$ cat config.mk
export PLATFORM = sky130hd
export DESIGN_NAME = spike_score_engine
export DESIGN_NICKNAME = d
export VERILOG_FILES = /design/src/rtl/spike_score_engine.sv
export SDC_FILE = /design/constraint.sdc
export NUM_CORES = 1
export LEC_CHECK = 0
export CELL_PAD_IN_SITES_DETAIL_PLACEMENT = 0
export CELL_PAD_IN_SITES_GLOBAL_PLACEMENT = 1
export CORE_ASPECT_RATIO = 1.4
export CORE_MARGIN = 2
export CORE_UTILIZATION = 45
export CTS_CLUSTER_DIAMETER = 150
export DETAILED_ROUTE_END_ITERATION = 16
export PLACE_DENSITY_LB_ADDON = 0.1
export SYNTH_ARGS = -nofsm -noshare
export SYNTH_HDL_FRONTEND = slang
export SYNTH_SLANG_ARGS = --single-unit
$ cat constraint.sdc
create_clock -name clk -period 8.77 [get_ports clk]
set_input_delay 1.754 -clock clk [delete_from_list [all_inputs] [get_ports clk]]
set_output_delay 1.754 -clock clk [all_outputs]
set_load 0.02 [all_outputs]
$ cat src/rtl/spike_score_engine.sv
// spike_score_engine: per-class score from signed power-of-two weighted spike bins,
// serial Horner accumulation, clamp/wrap to SCORE_W, and running argmax across classes.
module spike_score_engine #(
  parameter int N_NEG        = 5,
  parameter int N_POS        = 8,
  parameter int POS_UNIT_IDX = 4,
  parameter int CNT_W        = 8,
  parameter int SCORE_W      = 8,
  parameter int OFFSET       = 128,
  parameter int SATURATE     = 1,
  parameter int CLS_W        = 4
) (
  input  logic                           clk,
  input  logic                           rst_n,
  input  logic                           in_valid,
  output logic                           in_ready,
  input  logic [(N_NEG+N_POS)*CNT_W-1:0] in_cnt,
  input  logic [CLS_W-1:0]               in_cls,
  input  logic                           in_last,
  output logic                           out_valid,
  input  logic                           out_ready,
  output logic [SCORE_W-1:0]             out_score,
  output logic                           out_sat,
  output logic [CLS_W-1:0]               out_cls,
  output logic                           out_last,
  output logic [CLS_W-1:0]               out_best_cls,
  output logic [SCORE_W-1:0]             out_best_score
);
  localparam int NB = N_NEG + N_POS;
  localparam int ACC_W = CNT_W + N_POS - POS_UNIT_IDX + 2;
  localparam int S_W = $clog2(N_POS + 1);
  localparam int I_W = $clog2(NB);
  typedef enum logic [1:0] {IDLE, CALC, FINAL, OUT} state_t;
  state_t state, state_nx;
  logic [NB*CNT_W-1:0] cnt_q;
  logic [S_W-1:0] s;
  logic [I_W-1:0] ni, pi;
  logic signed [ACC_W-1:0] nacc, pacc, nacc_nx, pacc_nx, nbin, pbin, raw;
  logic [SCORE_W-1:0] score;
  logic lo, hi, sat, best_vld;
  assign in_ready = state == IDLE;
  assign out_valid = state == OUT;
  always_ff @(posedge clk) state <= !rst_n ? IDLE : state_nx;
  always_comb begin
    state_nx = state;
    case (state)
      IDLE:    state_nx = in_valid ? CALC : IDLE;
      CALC:    state_nx = int'(s) == N_POS - 1 ? FINAL : CALC;
      FINAL:   state_nx = OUT;
      default: state_nx = out_ready ? IDLE : OUT;
    endcase
  end
  // Negative bins are walked from the smallest weight upwards so each halving truncates.
  always_comb begin
    ni = int'(s) < N_NEG ? I_W'(N_NEG - 1 - int'(s)) : '0;
    pi = I_W'(N_NEG + int'(s));
    nbin = $signed(ACC_W'(cnt_q[ni*CNT_W +: CNT_W]));
    pbin = $signed(ACC_W'(cnt_q[pi*CNT_W +: CNT_W]));
    nacc_nx = int'(s) < N_NEG ? (nacc >>> 1) + nbin : nacc;
    pacc_nx = int'(s) <= POS_UNIT_IDX ? (pacc >>> 1) + pbin : pacc + (pbin <<< (int'(s) - POS_UNIT_IDX));
    raw = $signed(ACC_W'(OFFSET)) - nacc + pacc;
    lo = raw[ACC_W-1];
    hi = !lo && raw > $signed(ACC_W'((1 << SCORE_W) - 1));
    sat = lo | hi;
    score = (SATURATE != 0 && sat) ? (lo ? '0 : '1) : raw[SCORE_W-1:0];
  end
  always_ff @(posedge clk) begin
    if (!rst_n) begin
      cnt_q <= '0;
      s <= '0;
      nacc <= '0;
      pacc <= '0;
      out_score <= '0;
      out_sat <= 1'b0;
      out_cls <= '0;
      out_last <= 1'b0;
      out_best_cls <= '0;
      out_best_score <= '0;
      best_vld <= 1'b0;
    end else begin
      case (state)
        IDLE: if (in_valid) begin
          cnt_q <= in_cnt;
          out_cls <= in_cls;
          out_last <= in_last;
          nacc <= '0;
          pacc <= '0;
          s <= '0;
        end
        CALC: begin
          nacc <= nacc_nx;
          pacc <= pacc_nx;
          s <= s + S_W'(1);
        end
        FINAL: begin
          out_score <= score;
          out_sat <= sat;
          best_vld <= 1'b1;
          if (!best_vld || score > out_best_score) begin
            out_best_score <= score;
            out_best_cls <= out_cls;
          end
        end
        default: if (out_ready && out_last) begin
          best_vld <= 1'b0;
          out_best_score <= '0;
          out_best_cls <= '0;
        end
      endcase
    end
  end
endmodule

=== After elaboration in Yosys (flattened, before gate mapping) ===
Cells that the tools add are included.
Widths: inputs -> output; s select.

* Flip-flop bits (word level): 165
* Input port bits: 113
* Output and inout port bits: 28
* Logic and storage cells: 73

* Add/subtract/negate cells: 9
* Magnitude comparators: 4
* Equal/unequal tests: 7
* Shift operators: 3
* Mux-type cells: 22
* Bitwise operators: 2
* Reduce and logical (&&, ||, !) cells: 14

{| class="wikitable"
|+ Operators with widths
! operator !! count
|-
| $shiftx 104x8->8 || 2
|-
| $pmux 14 s2 || 2
|-
| $mux 14 || 3
|-
| $mux 8 || 4
|-
| $sshl 9x32->14 || 1
|-
| $add 13x9->14 || 2
|-
| $add 14x14->14 || 2
|-
| $mux 4 || 4
|-
| $pmux 4 s2 || 2
|-
| $pmux 8 s2 || 1
|-
| $gt 14x9->1 const B || 1
|-
| $sub 9x14->14 const A || 1
|-
| $gt 8x8->1 || 1
|-
| $ne 2x2->1 const B || 3
|-
| $pmux 2 s3 || 1
|-
| $reduce_and 2->1 || 3
|-
| $reduce_and 3->1 || 2
|-
| $sub 4x3->5 const B || 1
|-
| $add 3x4->4 const A || 1
|-
| $add 4x1->4 const B || 1
|-
| $eq 2x2->1 const B || 2
|-
| $eq 4x4->1 const B || 1
|-
| $le 4x3->1 const B || 1
|-
| $lt 4x3->1 const B || 1
|-
| other kinds (13) || 18
|}

=== Longest topological paths before layout ===
* Depth in word-level cells: 10
* Gate-level depth with buffers: 28
* Depth with buffers taken out: 25

=== Least setup slack after synthesis ===
OpenSTA, ideal clock, no wires.

* Kind: reg2reg
* Start point: register s[0]
* End point: register pacc[12]
* Setup time: 0.101 ns
* Data arrival time: 5.120 ns
* Data required time: 8.669 ns
* Setup slack: 3.549 ns
* Cell stages (with the launch flop): 26
* Path buffers: 6
* Period minus slack after synthesis: 5.221 ns
* Cell sequence: dfxtp_1 > buf_6 > buf_6 > inv_2 > ha_1 > buf_4 > buf_1 > buf_2 > buf_2 > mux2i_1 > nor3_1 > o31a_1 > mux2i_1 > o22ai_1 > nand2_1 > nor2_1 > ha_1 > a21o_1 > a21oi_1 > o21bai_1 > a2111oi_0 > nor3_1 > a31oi_1 > nand4b_1 > a21oi_1 > o41ai_1

* Cells in the longest elaborated chain, start to end: 6
* Elaborated cells between the ends (all ways): 9
* Classes of those cells: add/sub: 4; order compare: 1; shift: 2; mux: 2

{| class="wikitable"
|+ Ends and longest elaborated chain
! item !! RTL line !! RTL
|-
| start, declared || 36 || <nowiki>logic [S_W-1:0] s;</nowiki>
|-
| start signal, assigned || 93 || <nowiki>s <= s + S_W'(1);</nowiki>
|-
| $add 3x4->4 || 56 || <nowiki>pi = I_W'(N_NEG + int'(s));</nowiki>
|-
| $shiftx 104x8->8 || 58 || <nowiki>pbin = $signed(ACC_W'(cnt_q[pi*CNT_W +: CNT_W]));</nowiki>
|-
| $sshl 9x32->14 || 60 || <nowiki>pacc_nx = int'(s) <= POS_UNIT_IDX ? (pacc >>> 1) + pbin : pacc + (pbin <<< (int'(s) - POS_UNIT_IDX));</nowiki>
|-
| $add 14x14->14 || 60 ||
|-
| $mux 14 * || 60 ||
|-
| $pmux 14 s2 * || 81 || <nowiki>case (state)</nowiki>
|-
| end signal, assigned || 92 || <nowiki>pacc <= pacc_nx;</nowiki>
|-
| end, declared || 38 || <nowiki>logic signed [ACC_W-1:0] nacc, pacc, nacc_nx, pacc_nx, nbin, pbin, raw;</nowiki>
|}

Every way passes the cells marked *; elsewhere a longest branch is shown, timed or not.
A chain may end at the register's enable or synchronous reset.

=== Final worst setup path ===
* Start point: register s[1]
* End point: register pacc[12]

Same word-level chain as after synthesis.

==> qor.csv <==
stage;metric;value;unit
run_status;status;finished, final reports clean;
worst_hold_path;hold crit path type;reg2reg;
power;Int Pwr;0.00140;W
clocking;clock slew at reported path FFs;70;ps
critical_path;CP Data Required Time;9110;ps
timing;final worst slack;2310;ps
critical_path;startpoint types;flop;
route;drc violations;0;
job;maximum capacitance violations;0;
cells_and_area;# diodes;0;
timing;RSZ-0062 raised after global routing;false;
timing;Tmin final;6460;ps
placed_design;Final GP Congestion;0.889;
grt;number of global-route vias before repair;9501;
clocking;total CTS buffers;17;
clocking;post-cts gate resize count;0;
grt;first-pass GRT wire length;51400;um
clocking;Setup Buffers After CTS;0;
grt;GR Util All Layers;26.5;%
floorplan;core box area;0.0232;sq mm
clocking;Skew-Pair Late Insertion Delay;440;ps
synth;Synth Cell Area;0.0106;sq mm
power;Clk pwr share;36.5;%
placed_design;DP Area;0.0122;sq mm
power;switching share of power;31.0;%
timing;Peak Freq;0.155;GHz
cells_and_area;register area;0.00330;sq mm
power;Reg power frac;40.5;%
synth;Yosys top cell by area;dfxtp_1;
power;P_sw;0.000632;W
cells_and_area;Multi-input gate area;0.00673;sq mm
timing;period utilization;73.6;%
cells_and_area;fraction of layout cells with a size suffix above 1;6.52;%
timing;Final Hold Violating Endpoints;0;
clocking;hold buffer count at CTS;0;
placed_design;Final HPWL DP;24200;um
synth;Mapped Nets;1543;
synth;synth unique cells;75;
floorplan;IO Pins;141;
timing;Max Clock Skew;6.47;ps
power;worst vdd ir;142;uV
critical_path;crit path DAT;6790;ps
critical_path;Worst Path Max Fanout;25;
synth;Synth Flop Type;dfxtp_1;
synth;Gate Count Post-Synth;1360;
grt;initial antenna violation count;0;
timing;final setup TNS;0;ps
route;DR vias;10026;
clocking;# clock sinks;165;
synth;synthesis-stage register bit count;165;
route;ANT nets after route;0;
floorplan;# rows;66;
floorplan;Die Width;134;um
cells_and_area;commonest non-fill, non-tap cell in the layout;nand2_1;
route;vias per cell;5.69;
route;DR iter-0 viols;547;
timing;Worst Tran Pin Value;1070;ps
placed_design;port bufs;140;
grt;largest net degree at the start of global routing;99;
critical_path;critical path endpoint category;flop;
route;DR pass1 iterations;6;
timing;# setup viols final;0;
route;WL final;32500;um
floorplan;Die Area;0.0249;sq mm
timing;Worst slew margin;28.9;%
floorplan;Starting Density;45.8;%
clocking;TritonCTS clock tree;built;
synth;ranking of synthesized cells by area;dfxtp_1 31%, nand2_1 11%, a21oi_1 9.0%;
cells_and_area;most frequent cells in the layout;304 x nand2_1, 191 x a21oi_1, 164 x dfxtp_1, 140 x clkdlybuf4s50_1, 65 x ha_1;
grt;grt ovf;0;
route;Wirelength per Cell;18.4;um
cells_and_area;Fill cells;2237;
cells_and_area;post-route cell area;0.0127;sq mm
power;Design Power;0.00204;W
critical_path;Crit path largest cell delay;730;ps
clocking;Root Driver;clkbuf_16;
synth;Synth top area share;31.1;%
clocking;CTS max path bufs;2;
cells_and_area;Area Growth Syn to Fin;19.9;%
critical_path;worst-path cell chain;clkinv_1 > ha_2 > buf_4 > mux4_2 > mux4_2 > mux2i_4 > or3_1 > nor2_1 > fa_1 > a21o_1 > a21oi_1 > o21bai_1 > a2111oi_0 > nor3_1 > a31oi_1 > nand4b_1 > a21oi_1 > o41ai_1;
power;Comb power frac;23.0;%
power;Pleak;4.86;nW
critical_path;slowest CP cell;ha_2;
synth;sequential share of the synthesized area;31.1;%
timing;Final Max Slew Viols;0;
cells_and_area;layout net count;1628;
critical_path;Crit Path Class;reg2reg;
synth;Async SR Flop Fraction;0;%
synth;syn_area_per_cell;7.82;sq um
clocking;H-tree levels;4;
power;Cell Pwr Density;160;mW/mm^2
synth;number of synthesized flops with an enable pin;0;
placed_design;Setup WS pre-CTS;2420;ps
synth;yosys warns;0;
floorplan;die span in y;186;um
-- flip-flops by register name (all words and copies together) (netlist names) --
signal	flops
out_best_score	8
best_vld	1
cnt_q	104
out_sat	1
nacc	14
out_score	8
out_best_cls	4
out_cls	4
s	4
state	2
pacc	14
out_last	1
-- per-layer routing --
layer  track usage, %  up-vias  part of all wire, %  routed length (um)
met1             30.9     4747                   41               13200
met4             10.7        0                  3.6                1160
li1                 -     4959                    -                   -
met3             3.98       69                  3.6                1160
met5                0        -                    0                   0
met2             48.3      251                   52               17000
-- cell usage after synthesis (3+ instances only) --
library cell  count
or3_1             9
inv_1            56
nor3_1           20
ha_1             66
buf_1             5
nor2_1           63
mux4_2           28
buf_6             4
mux2i_1          38
nand4_1           8
buf_2            10
o21bai_1          4
o211ai_1         25
o21ai_0          25
o21ai_1          19
clkbuf_1         70
a21oi_1         191
a21o_1           14
a311oi_1          8
o22ai_1           6
and2_1            3
nand3_1          41
nand2b_1          9
a211oi_1         20
o31a_1            3
nand2_1         305
fa_1              4
and3_1            7
xnor2_1          20
dfxtp_1         165
a221oi_1          6
a31oi_1          13
mux2_2            3
nor2b_1          20
xor2_1           15
a22oi_1           6
o21a_1            3
-- critical path: cells and delay by family, from the launching register on --
kind,cells,cell delay [ps]
AO/OA/AOI/OAI,7,1800
multiplexers,3,1310
adder cells (fa/ha/maj),2,1180
buffers and inverters,2,790
flip-flops,1,670
AND/OR/NAND/NOR,4,580
-- final timing paths --
kind                                  start                        end  slack (ps)  depth (start not counted)
setup / recovery          s[1]$_SDFFE_PN0P_      pacc[12]$_SDFFE_PN0P_        2310                         18
hold reg to reg   out_score[0]$_SDFFE_PN0P_  out_score[0]$_SDFFE_PN0P_         470                          2
hold / removal    out_score[0]$_SDFFE_PN0P_  out_score[0]$_SDFFE_PN0P_         470                          2
setup reg to reg          s[1]$_SDFFE_PN0P_      pacc[12]$_SDFFE_PN0P_        2310                         18
-- metrics by stage --
stage / util, % / hold slack (ps) / instances
finish: 54.9 / 468 / 1763
floorplan: - / 436 / 1360
detailed placement: 52.4 / 459 / 1732
CTS: 54.9 / 472 / 1763
global placement: 52.4 / 453 / 1732
global route: 54.9 / 492 / 1763
-- power by group through the flow --
stage                     Clock, W  Sequential [W]  Combinational [W]
after floorplan                  0        0.000824           0.000326
after detailed placement         0        0.000841           0.000466
final                     0.000744        0.000824           0.000467
after global placement           0        0.000841           0.000462
after CTS                 0.000762        0.000824           0.000468
after global routing      0.000790        0.000828           0.000520
-- layout make-up --
class / count / share of cell area [%]
Inverter: 60 / 1.79
Multi-Input combinational cell: 1045 / 52.8
Timing Repair Buffer: 156 / 11.9
Sequential cell: 165 / 25.9
Clock inverter: 12 / 0.952
Tap cell: 306 / 3.00
Clock buffer: 19 / 3.55
-- kinds of logic after synthesis --
family	after synthesis	synth area share [%]
DFF	165	31.1
and+or+nand+nor	497	20.0
xor gates and xnor gates	36	3.04
muxes	72	10.5
buffers and inverters	150	5.73
AOI/OAI and AO/OA	370	21.1
adders and majority gates	70	8.52
No activity file was read; power rests on OpenSTA's default activity.
